### config.mk
export PLATFORM = sky130hd
export DESIGN_NAME = tdo_capture_flat
export DESIGN_NICKNAME = d
export VERILOG_FILES = /design/src/rtl/jtag_pkg.sv /design/src/rtl/tdo_capture_if.sv /design/src/rtl/tdo_capture_shift_counter.sv /design/src/rtl/tdo_capture.sv /design/src/flat_wrapper.sv
export SDC_FILE = /design/constraint.sdc
export NUM_CORES = 1
export LEC_CHECK = 0
export BUFFER_PORTS_ARGS = -buffer_cell sky130_fd_sc_hd__buf_2
export CORE_MARGIN = 4
export CORE_UTILIZATION = 49
export CTS_CLUSTER_SIZE = 25
export DETAILED_ROUTE_END_ITERATION = 12
export GPL_ROUTABILITY_DRIVEN = 0
export PLACE_DENSITY = 0.74
export SETUP_SLACK_MARGIN = 0.2
export SYNTH_ARGS = -nofsm -noshare
export SYNTH_HDL_FRONTEND = slang
export SYNTH_SLANG_ARGS = --single-unit
### constraint.sdc
create_clock -name TCK -period 2.85 [get_ports TCK]
set_clock_uncertainty 0.1 [all_clocks]
set_input_delay 0.57 -clock TCK [delete_from_list [all_inputs] [get_ports TCK]]
set_output_delay 0.57 -clock TCK [all_outputs]
set_load 0.03 [all_outputs]
### src/rtl/jtag_pkg.sv
// Shared JTAG definitions: capture FSM states and the default chain length.
// No logic; types and constants only.
// Imported by the TDO capture block, the TDI generator and benches.
package jtag_pkg;

  // Default boundary-scan chain length in bits
  localparam int BSC_SIZE_DEF = 14;

  // Capture FSM states
  typedef enum logic [1:0] {
    ST_IDLE  = 2'd0,
    ST_SHIFT = 2'd1,
    ST_DONE  = 2'd2
  } cap_state_t;

endpackage

### src/rtl/tdo_capture_if.sv
// Bundle of control, serial-data and result signals for the TDO capture block.
// No latency; wiring only.
// No backpressure; shift_enable qualifies every serial bit.
interface tdo_capture_if import jtag_pkg::*; #(
  parameter int BSC_SIZE = BSC_SIZE_DEF
);
  localparam int CW = $clog2(BSC_SIZE + 1);

  logic                from_TDO;
  logic                start;
  logic                shift_enable;
  logic [BSC_SIZE-1:0] expected_pattern;
  logic [BSC_SIZE-1:0] compare_mask;
  logic [BSC_SIZE-1:0] captured_pattern;
  logic [CW-1:0]       bit_count;
  logic                busy;
  logic                done;
  logic                match;
  logic                overrun;

  // Driver side (stimulus / TAP controller)
  modport master (
    output from_TDO, start, shift_enable, expected_pattern, compare_mask,
    input  captured_pattern, bit_count, busy, done, match, overrun
  );

  // Capture block side
  modport slave (
    input  from_TDO, start, shift_enable, expected_pattern, compare_mask,
    output captured_pattern, bit_count, busy, done, match, overrun
  );
endinterface

### src/rtl/tdo_capture_shift_counter.sv
// Saturating up-counter with synchronous clear and count enable.
// Count visible one cycle after the enabling edge.
// No backpressure; stops at MAX and ignores further enables.
module shift_counter #(
  parameter int W   = 4,
  parameter int MAX = 14
) (
  input  logic         clk,
  input  logic         rst,
  input  logic         clr,
  input  logic         en,
  output logic [W-1:0] count
);
  localparam logic [W-1:0] CMAX = W'(MAX);

  // Clear wins over enable; hold once saturated
  always_ff @(posedge clk or posedge rst) begin
    if (rst) begin
      count <= '0;
    end else if (clr) begin
      count <= '0;
    end else if (en && (count != CMAX)) begin
      count <= count + 1'b1;
    end
  end
endmodule

### src/rtl/tdo_capture.sv
// Assembles a BSC_SIZE-bit word from TDO (LSB first) and compares it to a masked reference.
// done/match rise one cycle after the last shifted bit; all outputs registered.
// No backpressure; shift_enable is accepted every cycle, extra bits in DONE set overrun.
module tdo_capture import jtag_pkg::*; #(
  parameter int BSC_SIZE = BSC_SIZE_DEF
) (
  input logic          TCK,
  input logic          reset,
  tdo_capture_if.slave cap
);
  localparam int            CW   = $clog2(BSC_SIZE + 1);
  localparam logic [CW-1:0] LAST = CW'(BSC_SIZE - 1);

  cap_state_t          state;
  logic [BSC_SIZE-1:0] word_q;
  logic [BSC_SIZE-1:0] exp_q;
  logic [BSC_SIZE-1:0] mask_q;
  logic [BSC_SIZE-1:0] word_nxt;
  logic                busy_q;
  logic                done_q;
  logic                match_q;
  logic                overrun_q;
  logic [CW-1:0]       count;
  logic                take_bit;

  // Word after accepting the current TDO bit into the MSB
  assign word_nxt = {cap.from_TDO, word_q[BSC_SIZE-1:1]};

  // A bit is accepted only in SHIFT and only when no restart is requested
  assign take_bit = (state == ST_SHIFT) && cap.shift_enable && !cap.start;

  shift_counter #(
    .W   (CW),
    .MAX (BSC_SIZE)
  ) u_cnt (
    .clk   (TCK),
    .rst   (reset),
    .clr   (cap.start),
    .en    (take_bit),
    .count (count)
  );

  // Capture FSM with registered status outputs
  always_ff @(posedge TCK or posedge reset) begin
    if (reset) begin
      state     <= ST_IDLE;
      word_q    <= '0;
      exp_q     <= '0;
      mask_q    <= '0;
      busy_q    <= 1'b0;
      done_q    <= 1'b0;
      match_q   <= 1'b0;
      overrun_q <= 1'b0;
    end else if (cap.start) begin
      // Arm from any state; an abort in SHIFT drops any bit offered this cycle
      state     <= ST_SHIFT;
      word_q    <= '0;
      exp_q     <= cap.expected_pattern;
      mask_q    <= cap.compare_mask;
      busy_q    <= 1'b1;
      done_q    <= 1'b0;
      match_q   <= 1'b0;
      overrun_q <= 1'b0;
    end else begin
      case (state)
        ST_SHIFT: begin
          if (cap.shift_enable) begin
            word_q <= word_nxt;
            if (count == LAST) begin
              // Final bit: compare on the complete word, including this bit
              state   <= ST_DONE;
              busy_q  <= 1'b0;
              done_q  <= 1'b1;
              match_q <= (((word_nxt ^ exp_q) & mask_q) == '0);
            end
          end
        end
        ST_DONE: begin
          if (cap.shift_enable) begin
            overrun_q <= 1'b1;
          end
        end
        default: begin
          state <= ST_IDLE;
        end
      endcase
    end
  end

  assign cap.captured_pattern = word_q;
  assign cap.bit_count        = count;
  assign cap.busy             = busy_q;
  assign cap.done             = done_q;
  assign cap.match            = match_q;
  assign cap.overrun          = overrun_q;
endmodule
### src/flat_wrapper.sv
// flat-port wrapper written by rule: the top's interface ports become plain ports
module tdo_capture_flat import jtag_pkg::*;
#(
  parameter int BSC_SIZE = BSC_SIZE_DEF
)
  (TCK, reset, cap_from_TDO, cap_start, cap_shift_enable, cap_expected_pattern, cap_compare_mask, cap_captured_pattern, cap_bit_count, cap_busy, cap_done, cap_match, cap_overrun);
  tdo_capture_if #(.BSC_SIZE(BSC_SIZE)) cap_i ();
  input logic TCK;
  input logic reset;
  input wire logic [$bits(cap_i.from_TDO)-1:0] cap_from_TDO;
  input wire logic [$bits(cap_i.start)-1:0] cap_start;
  input wire logic [$bits(cap_i.shift_enable)-1:0] cap_shift_enable;
  input wire logic [$bits(cap_i.expected_pattern)-1:0] cap_expected_pattern;
  input wire logic [$bits(cap_i.compare_mask)-1:0] cap_compare_mask;
  output wire logic [$bits(cap_i.captured_pattern)-1:0] cap_captured_pattern;
  output wire logic [$bits(cap_i.bit_count)-1:0] cap_bit_count;
  output wire logic [$bits(cap_i.busy)-1:0] cap_busy;
  output wire logic [$bits(cap_i.done)-1:0] cap_done;
  output wire logic [$bits(cap_i.match)-1:0] cap_match;
  output wire logic [$bits(cap_i.overrun)-1:0] cap_overrun;
  assign cap_i.from_TDO = cap_from_TDO;
  assign cap_i.start = cap_start;
  assign cap_i.shift_enable = cap_shift_enable;
  assign cap_i.expected_pattern = cap_expected_pattern;
  assign cap_i.compare_mask = cap_compare_mask;
  assign cap_captured_pattern = cap_i.captured_pattern;
  assign cap_bit_count = cap_i.bit_count;
  assign cap_busy = cap_i.busy;
  assign cap_done = cap_i.done;
  assign cap_match = cap_i.match;
  assign cap_overrun = cap_i.overrun;
  tdo_capture #(.BSC_SIZE(BSC_SIZE)) u_core (.TCK(TCK), .reset(reset), .cap(cap_i));
endmodule
==> load_flow_metrics.sql, run 1 <==
INSERT INTO impl_metrics (metric_group, metric, value, unit) VALUES
('critical_path', 'worstSetupStartpointType', 'register', ''),
('run_status', 'status', 'finished clean', ''),
('cells_and_area', 'syn_to_final_growth', '17.86', '%'),
('critical_path', 'path_max_fanout', '17', ''),
('logic_synthesis', 'sequential_area_share_after_synthesis', '0.5714', ''),
('clock_tree', 'clock-sinks', '52', ''),
('drt', 'ant_nets', '0', ''),
('global_route', 'number_of_global_route_vias_before_repair', '1625', ''),
('clock_tree', 'cts_inserted_buffers', '5', ''),
('floorplan', 'die_area', '5802', 'µm²'),
('place', 'preCtsSetupSlack', '937.2', 'ps'),
('critical_path', 'worst-r2r-cell-count', '4', ''),
('logic_synthesis', 'yosysTopAreaCell', 'dfrtp_1', ''),
('floorplan', 'start_util', '0.5159', ''),
('sta', 'setup_total_negative_slack', '0', 'ps'),
('global_route', 'groute.layer.met2.usage', '0.2560', ''),
('drt', 'wl_per_cell', '14.64', 'µm'),
('clock_tree', 'cts_setup_buffers', '0', ''),
('logic_synthesis', 'netlist_area', '2277', 'µm²'),
('floorplan', 'die_height', '76.17', 'µm'),
('cells_and_area', 'post_route_cells_drive_above_1_share', '0.3943', ''),
('global_route', 'grt_overflow', '0', ''),
('clock_tree', 'clock_buffer_depth', '2', ''),
('drt', 'drcViolationCount', '0', ''),
('floorplan', 'die-width', '76.17', 'µm'),
('sta', 'worst_slack', '1126', 'ps'),
('global_route', 'grt_first_pass_wirelength', '7617', 'µm'),
('power', 'power_density', '522.6', 'nW/µm²'),
('global_route', 'grt_use_met3', '0.05437', ''),
('drt', 'dr_total_vias', '1545', ''),
('sta', 'worst_slew_pin_slew', '654.7', 'ps'),
('clock_tree', 'clock-root-buffer', 'clkbuf_8', ''),
('sta', 'rsz0062_at_grt', 'no', ''),
('logic_synthesis', 'synth_cells', '190', ''),
('cells_and_area', 'insertedDiodeCount', '0', ''),
('logic_synthesis', 'synth_top_area_frac', '0.5714', ''),
('cells_and_area', 'num-nets-final', '281', ''),
('clock_tree', 'cts_hold_buf', '0', ''),
('sta', 'share_of_the_cycle_needed_by_the_critical_path_after_routing', '0.6049', ''),
('drt', 'route.detailed.vias_per_inst', '5.185', ''),
('global_route', 'number_of_antenna_violations_at_the_first_check_in_global_routing', '0', ''),
('logic_synthesis', 'synth_top_cells_by_area', 'dfrtp_1 57%, mux2_2 14%, xor2_1 6.2%, nand2_1 5.1%, a21oi_1 3.7%', ''),
('worst_hold_path', 'timing.hold.worst.class', 'in2async', ''),
('clock_tree', 'clk_latency', '300', 'ps'),
('power', 'ir_drop', '381.6', 'µV'),
('place', 'port-buffer-count', '54', ''),
('sta', 'fmaxAchievable', '580.0', 'MHz'),
('sta', 'fin_crit', '1724', 'ps'),
('drt', 'drtIter0Drc', '63', ''),
('logic_synthesis', 'synth_fp_nets', '226', ''),
('sta', 'slew_viol_final', '0', ''),
('logic_synthesis', 'synthDistinctLibCells', '27', ''),
('clock_tree', 'cts_tree', 'yes', ''),
('floorplan', 'rows', '24', ''),
('sta', 'hold_violations', '0', ''),
('sta', 'setup_violations', '0', ''),
('drt', 'drt_pre_antenna_iters', '4', ''),
('global_route', 'gr-usage-met1', '0.2116', ''),
('global_route', 'grtUsageTotal', '0.1604', ''),
('logic_synthesis', 'synth_ff_type', 'dfrtp_1', ''),
('floorplan', 'top_level_ports', '55', ''),
('clock_tree', 'cts.clk_slew.worst_paths', '90', 'ps'),
('critical_path', 'path_class', 'reg2reg', ''),
('power', 'cellLeakagePower', '1.298', 'nW'),
('clock_tree', 'cts_resized', '0', ''),
('floorplan', 'fp.coreArea', '4414', 'µm²'),
('drt', 'drt-total-wl', '4364', 'µm'),
('global_route', 'globalRoute.busiestLayer', 'met2', ''),
('logic_synthesis', 'avgSynthCellArea', '11.99', 'µm²'),
('logic_synthesis', 'synth_enable_flop_cells', '0', ''),
('place', 'dp.final_hpwl', '3233', 'µm'),
('sta', 'max-slew-margin-rel', '0.5629', ''),
('critical_path', 'timing.reg2reg.setup_slack', '1130', 'ps'),
('logic_synthesis', 'synth_warnings', '0', ''),
('logic_synthesis', 'synth-seq-cells', '52', ''),
('clock_tree', 'ctsHtreeMaxLevel', '2', ''),
('critical_path', 'cp_data_arrival_time', '1800', 'ps'),
('job', 'total_of_max_cap_violations', '0', ''),
('global_route', 'largest_net_degree_at_the_start_of_global_routing', '35', ''),
('critical_path', 'end_kind', 'register', ''),
('critical_path', 'timing.critical_path.required', '2930', 'ps'),
('logic_synthesis', 'async_flop_share', '1.000', '');
[flip-flops by register name, indices dropped and copies added, names as in the netlist]
name	cells
u_core.cap.captured_pattern	14
u_core.cap.overrun	1
u_core.cap.match	1
u_core.u_cnt.count	4
u_core.cap.busy	1
u_core.exp_q	14
u_core.cap.done	1
u_core.state	2
u_core.mask_q	14
[critical path, cell delays in order (launching register included)]
cell	delay (ps)
dfrtp_1	450
and3b_1	620
nand2_1	200
nand3b_1	130
o21ai_0	90
[per-stage QoR]
| stage | hold slack [ps] | util | instances | cell area, µm² | power (W) |
|---|---|---|---|---|---|
| after floorplan | 381.0 | - | 190 | 2277 | 0.0009363 |
| after global placement | 358.1 | 0.5867 | 290 | 2590 | 0.0009860 |
| after detailed placement | 362.4 | 0.5867 | 290 | 2590 | 0.0009931 |
| after CTS | 266.3 | 0.6080 | 298 | 2684 | 0.001422 |
| after global routing | 288.9 | 0.6080 | 298 | 2684 | 0.001480 |
| final | 250.4 | 0.6080 | 298 | 2684 | 0.001403 |
[metal layers]
metal  vias to the layer above  wire (µm)
li1                        758          -
met1                       742       2006
met2                        39       2034
met3                         6        277
met4                         0         46
met5                         -          0
[final timing paths]
path                                  from                    end
setup / recovery           u_core.state[1]  u_core.u_cnt.count[0]
hold / removal                       reset      u_core.mask_q[11]
setup reg to reg           u_core.state[1]  u_core.u_cnt.count[0]
hold reg to reg            u_core.cap.busy        u_core.cap.busy
max in group asynchronous            reset        u_core.exp_q[0]
min in group TCK           u_core.cap.busy        u_core.cap.busy
[report_power, final]
group / leakage (nW) / internal (W) / total [W] / switching (W)
Clock: 0.0445 / 0.000198 / 0.000429 / 0.000231
Sequential: 0.650 / 0.000782 / 0.000813 / 0.0000311
Combinational: 0.604 / 0.0000802 / 0.000161 / 0.0000807
[synth_stat cells (3+ instances only)]
| cell type | instances |
|---|---|
| dfrtp_1 | 52 |
| nand2_1 | 31 |
| mux2_2 | 28 |
| a21oi_1 | 17 |
| xor2_1 | 16 |
| a22oi_1 | 6 |
| inv_1 | 5 |
| buf_2 | 4 |
| ha_1 | 3 |
| nand3b_1 | 3 |
| nor2_1 | 3 |
[layout make-up]
| type | instances | area [µm²] |
|---|---|---|
| clock inverter | 1 | 7.507 |
| tap | 52 | 65.06 |
| clock buffer | 7 | 86.33 |
| timing repair buffer | 57 | 305.3 |
| sequential | 52 | 1301 |
| fill | 370 | 1730 |
| multi-input combinational | 124 | 899.6 |
| inverter | 5 | 18.77 |
[layout by cell type (no fill, tap or decap)]
cell type / n
inv_1: 4
buf_4: 2
xor2_1: 16
clkbuf_1: 1
a21o_1: 1
a31oi_1: 2
clkbuf_8: 6
mux2_2: 28
or3_4: 1
a22oi_1: 6
dfrtp_1: 52
nand3_1: 2
clkinvlp_4: 1
inv_2: 1
buf_12: 1
o21ai_0: 2
o21ai_1: 1
a21o_2: 1
nor2_1: 3
nand4_2: 1
buf_2: 54
a2111oi_2: 1
nor2b_1: 1
nand4_1: 2
and3b_1: 1
a21oi_1: 17
and3_1: 1
nand3b_1: 3
ha_1: 3
nand2_1: 31
[cell families (layout without fill, tap and decap cells)]
family | Yosys count | after routing | synth area share
adder cells (fa/ha/maj) | 3 | 3 | 0.01649
flip-flops | 52 | 52 | 0.5714
multiplexers | 28 | 28 | 0.1385
AO/OA/AOI/OAI | 31 | 31 | 0.08296
XOR/XNOR | 16 | 16 | 0.06154
AND/OR/NAND/NOR | 46 | 46 | 0.09560
buffers and inverters | 14 | 70 | 0.03352
No activity file was read; power rests on OpenSTA's default activity.
==> run 2, diff against run 1 <==
ABC_AREA = 1   (was default)
clock period = 1.7 ns   (was 2.85 ns; I/O delays follow)
==> load_flow_metrics.sql, run 2 <==
INSERT INTO impl_metrics (metric_group, metric, value, unit) VALUES
('logic_synthesis', 'synth_ff_type', 'dfrtp_1', ''),
('drt', 'dr_total_vias', '1931', ''),
('floorplan', 'die_height', '77.31', 'µm'),
('floorplan', 'die_area', '5976', 'µm²'),
('place', 'dpl-instance-area', '2691', 'µm²'),
('logic_synthesis', 'synth_common_cells', '117 x nand2_1, 52 x dfrtp_1, 30 x nor2_1', ''),
('sta', 'fin_crit', '1445', 'ps'),
('drt', 'route.detailed.vias_per_inst', '4.901', ''),
('logic_synthesis', 'yosysTopAreaCell', 'dfrtp_1', ''),
('cells_and_area', 'syn_to_final_growth', '19.14', '%'),
('logic_synthesis', 'synthDistinctLibCells', '22', ''),
('clock_tree', 'cts_tree', 'yes', ''),
('logic_synthesis', 'synth_warnings', '0', ''),
('floorplan', 'top_level_ports', '55', ''),
('drt', 'drt-total-wl', '4866', 'µm'),
('logic_synthesis', 'synth_top_cells_by_area', 'dfrtp_1 55%, nand2_1 19%, nor2_1 4.8%, inv_1 4.1%, o22ai_1 3.2%', ''),
('place', 'preCtsSetupSlack', '294.9', 'ps'),
('place', 'dp.final_hpwl', '3500', 'µm'),
('global_route', 'grt_overflow', '0', ''),
('critical_path', 'worstPathCellList', 'buf_2', ''),
('critical_path', 'crit_family', 'flip-flops', ''),
('floorplan', 'fp.coreArea', '4504', 'µm²'),
('sta', 'worst_slack', '255.5', 'ps'),
('cells_and_area', 'post_route_cells_drive_above_1_share', '0.2222', ''),
('clock_tree', 'clock-sinks', '52', ''),
('worst_hold_path', 'timing.hold.worst.class', 'in2reg', ''),
('sta', 'slew_viol_final', '0', ''),
('logic_synthesis', 'synth_cells', '284', ''),
('critical_path', 'path_class', 'reg2out', ''),
('logic_synthesis', 'synth-seq-cells', '52', ''),
('floorplan', 'start_util', '0.5225', ''),
('logic_synthesis', 'synth_top_area_frac', '0.5529', ''),
('clock_tree', 'cts.clk_slew.worst_paths', '90', 'ps'),
('drt', 'ant_nets', '0', ''),
('critical_path', 'end_kind', 'output pin', ''),
('logic_synthesis', 'post-synth-top-count-cell', 'nand2_1', ''),
('sta', 'worst_slew_pin_slew', '332.0', 'ps'),
('job', 'total_of_max_cap_violations', '0', ''),
('sta', 'setup_total_negative_slack', '0', 'ps'),
('drt', 'top_layer_used', 'met4', ''),
('logic_synthesis', 'avgSynthCellArea', '8.287', 'µm²'),
('clock_tree', 'ctsHtreeMaxLevel', '2', ''),
('drt', 'wl_met3', '312', 'µm'),
('logic_synthesis', 'synth_enable_flop_cells', '0', ''),
('cells_and_area', 'insertedDiodeCount', '0', ''),
('sta', 'setup_violations', '0', ''),
('floorplan', 'rows', '24', ''),
('sta', 'share_of_the_cycle_needed_by_the_critical_path_after_routing', '0.8497', ''),
('sta', 'fmaxAchievable', '692.3', 'MHz'),
('critical_path', 'timing.critical_path.slowest_cell_delay', '460', 'ps'),
('critical_path', 'timing.critical_path.required', '1260', 'ps'),
('critical_path', 'critical_path.slowest_cell', 'dfrtp_1', ''),
('run_status', 'status', 'finished clean', ''),
('cells_and_area', 'num-nets-final', '377', ''),
('logic_synthesis', 'sequential_area_share_after_synthesis', '0.5529', ''),
('global_route', 'grtUsageTotal', '0.1747', ''),
('power', 'power_density', '844.4', 'nW/µm²'),
('critical_path', 'path_max_fanout', '6', ''),
('clock_tree', 'clk_latency', '300', 'ps'),
('place', 'port-buffer-count', '54', ''),
('logic_synthesis', 'async_flop_share', '1.000', ''),
('cells_and_area', 'post-route-cell-area', '2804', 'µm²'),
('drt', 'wl_per_cell', '12.35', 'µm'),
('cells_and_area', 'most_frequent_cells_in_the_layout', '116 x nand2_1, 54 x buf_2, 51 x dfrtp_1, 30 x nor2_1, 25 x inv_1', ''),
('global_route', 'number_of_antenna_violations_at_the_first_check_in_global_routing', '0', ''),
('drt', 'met1_length', '2251', 'µm'),
('sta', 'rsz0062_at_grt', 'yes', ''),
('global_route', 'number_of_global_route_vias_before_repair', '1823', ''),
('sta', 'hold_violations', '0', ''),
('drt', 'drt_pre_antenna_iters', '4', ''),
('power', 'cellLeakagePower', '1.481', 'nW'),
('clock_tree', 'clock-root-buffer', 'clkbuf_8', ''),
('drt', 'drtIter0Drc', '130', ''),
('logic_synthesis', 'synth_fp_nets', '320', ''),
('critical_path', 'timing.critical_path.buf_inv', '1', ''),
('clock_tree', 'cts_setup_buffers', '0', ''),
('critical_path', 'cp_data_arrival_time', '1000', 'ps'),
('sta', 'max-slew-margin-rel', '0.7787', ''),
('clock_tree', 'clock_buffer_depth', '2', ''),
('clock_tree', 'cts_inserted_buffers', '5', ''),
('floorplan', 'die-width', '77.31', 'µm'),
('drt', 'drcViolationCount', '0', ''),
('power', 'ir_drop', '614.8', 'µV'),
('critical_path', 'worstSetupStartpointType', 'register', ''),
('global_route', 'grt_first_pass_wirelength', '8328', 'µm'),
('global_route', 'largest_net_degree_at_the_start_of_global_routing', '53', ''),
('cells_and_area', 'most_common_library_cell_in_the_layout_ignoring_fill_and_taps', 'nand2_1', ''),
('drt', 'detailroute.wirelength.met2', '2240', 'µm'),
('logic_synthesis', 'netlist_area', '2354', 'µm²');
==> run 2: final timing paths <==
path | startpoint | to | slack [ps] | cells past startpoint
setup / recovery | u_core.u_cnt.count[2] | cap_bit_count[2] | 260 | 1
hold / removal | cap_compare_mask[8] | u_core.mask_q[8] | 130 | 3
setup reg to reg | u_core.u_cnt.count[1] | u_core.cap.match | 310 | 8
hold reg to reg | u_core.mask_q[9] | u_core.mask_q[9] | 380 | 2
max in group asynchronous | reset | u_core.u_cnt.count[0] | 720 | 4
min in group asynchronous | reset | u_core.exp_q[2] | 530 | 4
==> run 2: report_power, final <==
group	switching (W)	internal, W	total, W
registers	0.0000489	0.00130	0.00135
logic	0.000179	0.000112	0.000292
clock network	0.000392	0.000331	0.000723
==> run 2: area by class of cell <==
cell class,instances,area (µm²)
clock buffer,7,86.33
clock inverter,1,7.507
fill,403,1700
tap,52,65.06
sequential,52,1303
multi-input combinational,195,904.6
inverter,28,115.1
timing repair buffer,59,322.8
==> run 2: kinds of logic after synthesis <==
logic type,synth area share
AO/OA/AOI/OAI,0.06858
buffers and inverters,0.06592
AND/OR/NAND/NOR,0.2929
flip-flops,0.5529
XOR/XNOR,0.003722
adder cells (fa/ha/maj),0.01595
==> run 2: timing repair <==
action / 4_1_cts / 5_1_grt
gates resized for setup: 0 / 3
hold buffers: 1 / 0
setup endpoints to repair: 0 / 16
endpoints found under the hold margin: 7 / 0
==> run 2: per-layer routing <==
metal	vias up	track usage
li1	993	-
met5	-	0
met1	883	0.2374
met3	5	0.04333
met4	0	0.05872
met2	50	0.2746
==> run 2: worst min-delay path, delay by kind of cell <==
family | cells | cell delay, ps
buf+inv | 1 | 70
simple gates | 2 | 90
==> run 2: per-stage QoR <==
step                      power (W)  hold WS [ps]  instances    util
final                      0.002368         129.1        394  0.6225
after global routing       0.002484         126.1        394  0.6225
after CTS                  0.002391         121.4        394  0.6206
after detailed placement   0.001669         329.8        385  0.5975
after global placement     0.001659         326.0        385  0.5975
after floorplan            0.001564         295.1        284       -
==> run 3, diff against run 2 <==
ABC_AREA = 0   (was 1)
clock period = 1.5 ns   (was 1.7 ns; I/O delays follow)
==> load_flow_metrics.sql, run 3 (synthesis results as in run 1) <==
INSERT INTO impl_metrics (metric_group, metric, value, unit) VALUES
('run_status', 'status', 'complete, but fails checks', ''),
('run_status', 'failed_checks', 'negative setup slack', ''),
('global_route', 'grt_overflow', '0', ''),
('sta', 'share_of_the_cycle_needed_by_the_critical_path_after_routing', '1.003', ''),
('worst_hold_path', 'timing.hold.worst.class', 'in2reg', ''),
('drt', 'route.detailed.vias_per_inst', '5.303', ''),
('sta', 'fmaxAchievable', '664.8', 'MHz'),
('worst_hold_path', 'timing.hold.worst_path_depth', '2', ''),
('cells_and_area', 'num-nets-final', '314', ''),
('clock_tree', 'clk_latency', '310', 'ps'),
('drt', 'drcViolationCount', '0', ''),
('global_route', 'largest_net_degree_at_the_start_of_global_routing', '53', ''),
('global_route', 'grt_use_met3', '0.05437', ''),
('critical_path', 'end_kind', 'register', ''),
('clock_tree', 'clock_buffer_depth', '2', ''),
('drt', 'ant_nets', '0', ''),
('power', 'power_density', '829.0', 'nW/µm²'),
('place', 'port-buffer-count', '54', ''),
('drt', 'dr_total_vias', '1750', ''),
('sta', 'fin_crit', '1504', 'ps'),
('global_route', 'gr-usage-met1', '0.2326', ''),
('critical_path', 'worstSetupStartpointType', 'register', ''),
('critical_path', 'cp_data_arrival_time', '1610', 'ps'),
('floorplan', 'die_height', '76.17', 'µm'),
('sta', 'worst_slack', '-4.282', 'ps'),
('clock_tree', 'clock-sinks', '52', ''),
('global_route', 'groute.layer.met2.usage', '0.2877', ''),
('sta', 'slew_viol_final', '0', ''),
('job', 'total_of_max_cap_violations', '0', ''),
('power', 'cellLeakagePower', '1.561', 'nW'),
('floorplan', 'die_area', '5802', 'µm²'),
('critical_path', 'worst-r2r-cell-count', '5', ''),
('floorplan', 'rows', '24', ''),
('drt', 'wl_per_cell', '16.80', 'µm'),
('critical_path', 'path_max_fanout', '4', ''),
('cells_and_area', 'layoutNonFillerInstCount', '330', ''),
('critical_path', 'timing.critical_path.required', '1610', 'ps'),
('cells_and_area', 'insertedDiodeCount', '0', ''),
('global_route', 'number_of_antenna_violations_at_the_first_check_in_global_routing', '0', ''),
('power', 'ir_drop', '699.7', 'µV'),
('cells_and_area', 'n_fill_cell', '276', ''),
('sta', 'rsz0062_at_grt', 'yes', ''),
('clock_tree', 'cts_tree', 'yes', ''),
('clock_tree', 'cts.clk_slew.worst_paths', '100', 'ps'),
('critical_path', 'path_class', 'reg2reg', ''),
('sta', 'max-slew-margin-rel', '0.8100', ''),
('cells_and_area', 'most_frequent_cells_in_the_layout', '44 x dfrtp_1, 34 x buf_2, 30 x buf_4, 28 x mux2_2, 22 x buf_6', ''),
('floorplan', 'die-width', '76.17', 'µm'),
('cells_and_area', 'post_route_cells_drive_above_1_share', '0.6331', ''),
('global_route', 'grtUsageTotal', '0.1779', ''),
('floorplan', 'fp.coreArea', '4414', 'µm²'),
('sta', 'hold_violations', '0', ''),
('clock_tree', 'cts_inserted_buffers', '5', ''),
('global_route', 'grt_first_pass_wirelength', '8349', 'µm'),
('place', 'dp.final_hpwl', '3223', 'µm'),
('drt', 'drtIter0Drc', '104', ''),
('floorplan', 'start_util', '0.5159', ''),
('floorplan', 'top_level_ports', '55', ''),
('clock_tree', 'ctsHtreeMaxLevel', '2', ''),
('drt', 'drt_pre_antenna_iters', '5', ''),
('place', 'numPlacedInstances', '296', ''),
('global_route', 'number_of_global_route_vias_before_repair', '1745', ''),
('sta', 'hold_slack', '115.9', 'ps'),
('drt', 'drt-total-wl', '5545', 'µm'),
('global_route', 'globalRoute.busiestLayer', 'met2', ''),
('cells_and_area', 'most_common_library_cell_in_the_layout_ignoring_fill_and_taps', 'dfrtp_1', ''),
('sta', 'setup_violations', '1', ''),
('cells_and_area', 'syn_to_final_growth', '45.27', '%'),
('sta', 'worst_slew_pin_slew', '284.1', 'ps'),
('clock_tree', 'clock-root-buffer', 'clkbuf_8', '');
## run 3: changes by cell type in the layout (fill, tap and decap cells not counted), sizes merged, moves of 17 or more
cell   before  now
inv        26    4
nor2       31    3
buf        58   89
mux2        0   28
a21oi       0   17
nand2     117   31
## run 3: repair_timing
action / in CTS / in global routing
cloned: 1 / 0
resized for setup: 57 / 45
hold buffers: 1 / 0
hold endpoints to repair: 52 / 0
buffers inserted: 15 / 10
setup endpoints to repair: 39 / 44
pin swaps: 13 / 27
## run 3: power breakdown
part	switching, W	internal [W]
clock	0.000462	0.000317
sequential	0.0000598	0.00149
combinational	0.000202	0.000214
## run 3: cell type report
type / instances / area [µm²] / area share
Tap cell: 52 / 65.06 / 0.01967
Clock inverter: 2 / 12.51 / 0.003782
Inverter: 5 / 22.52 / 0.006808
Timing Repair Buffer: 90 / 713.2 / 0.2156
Multi-Input combinational cell: 124 / 1115 / 0.3370
Clock buffer: 5 / 68.82 / 0.02080
Sequential cell: 52 / 1311 / 0.3964
## run 3: metrics by stage
step           power (W)    util  setup slack, ps  TNS [ps]  area (µm²)
3_3_place_gp    0.001911  0.6097            45.33         0        2691
4_1_cts         0.002718  0.7015            16.23         0        3097
3_5_place_dp    0.001921  0.6097           -87.85    -87.85        2691
6_report        0.002742  0.7494           -4.282    -4.282        3308
5_1_grt         0.002869  0.7494           -51.25    -105.4        3308
2_1_floorplan   0.001788       -           -62.37    -103.0        2308
## run 3: critical path, stage by stage (launching register included)
cell and delay (ps):
dfrtp_2 440, inv_2 80, ha_4 130, nand4_4 90, or3_4 380, a21o_1 190
## run 3: path summary, 6_finish.rpt
kind | start | end | slack, ps
max in group asynchronous | reset | u_core.cap.captured_pattern[10] | 550
max | u_core.u_cnt.count[1] | u_core.cap.busy | -4
max reg2reg | u_core.u_cnt.count[1] | u_core.cap.busy | -4
min reg2reg | u_core.mask_q[10] | u_core.mask_q[10] | 420
min in group asynchronous | reset | u_core.cap.captured_pattern[0] | 500
min | cap_expected_pattern[4] | u_core.exp_q[4] | 120
## run 3: routing by layer
metal,part of all wire,wire (µm)
met4,0.012,64
met3,0.050,279
met1,0.43,2409
met5,0,0
met2,0.50,2791
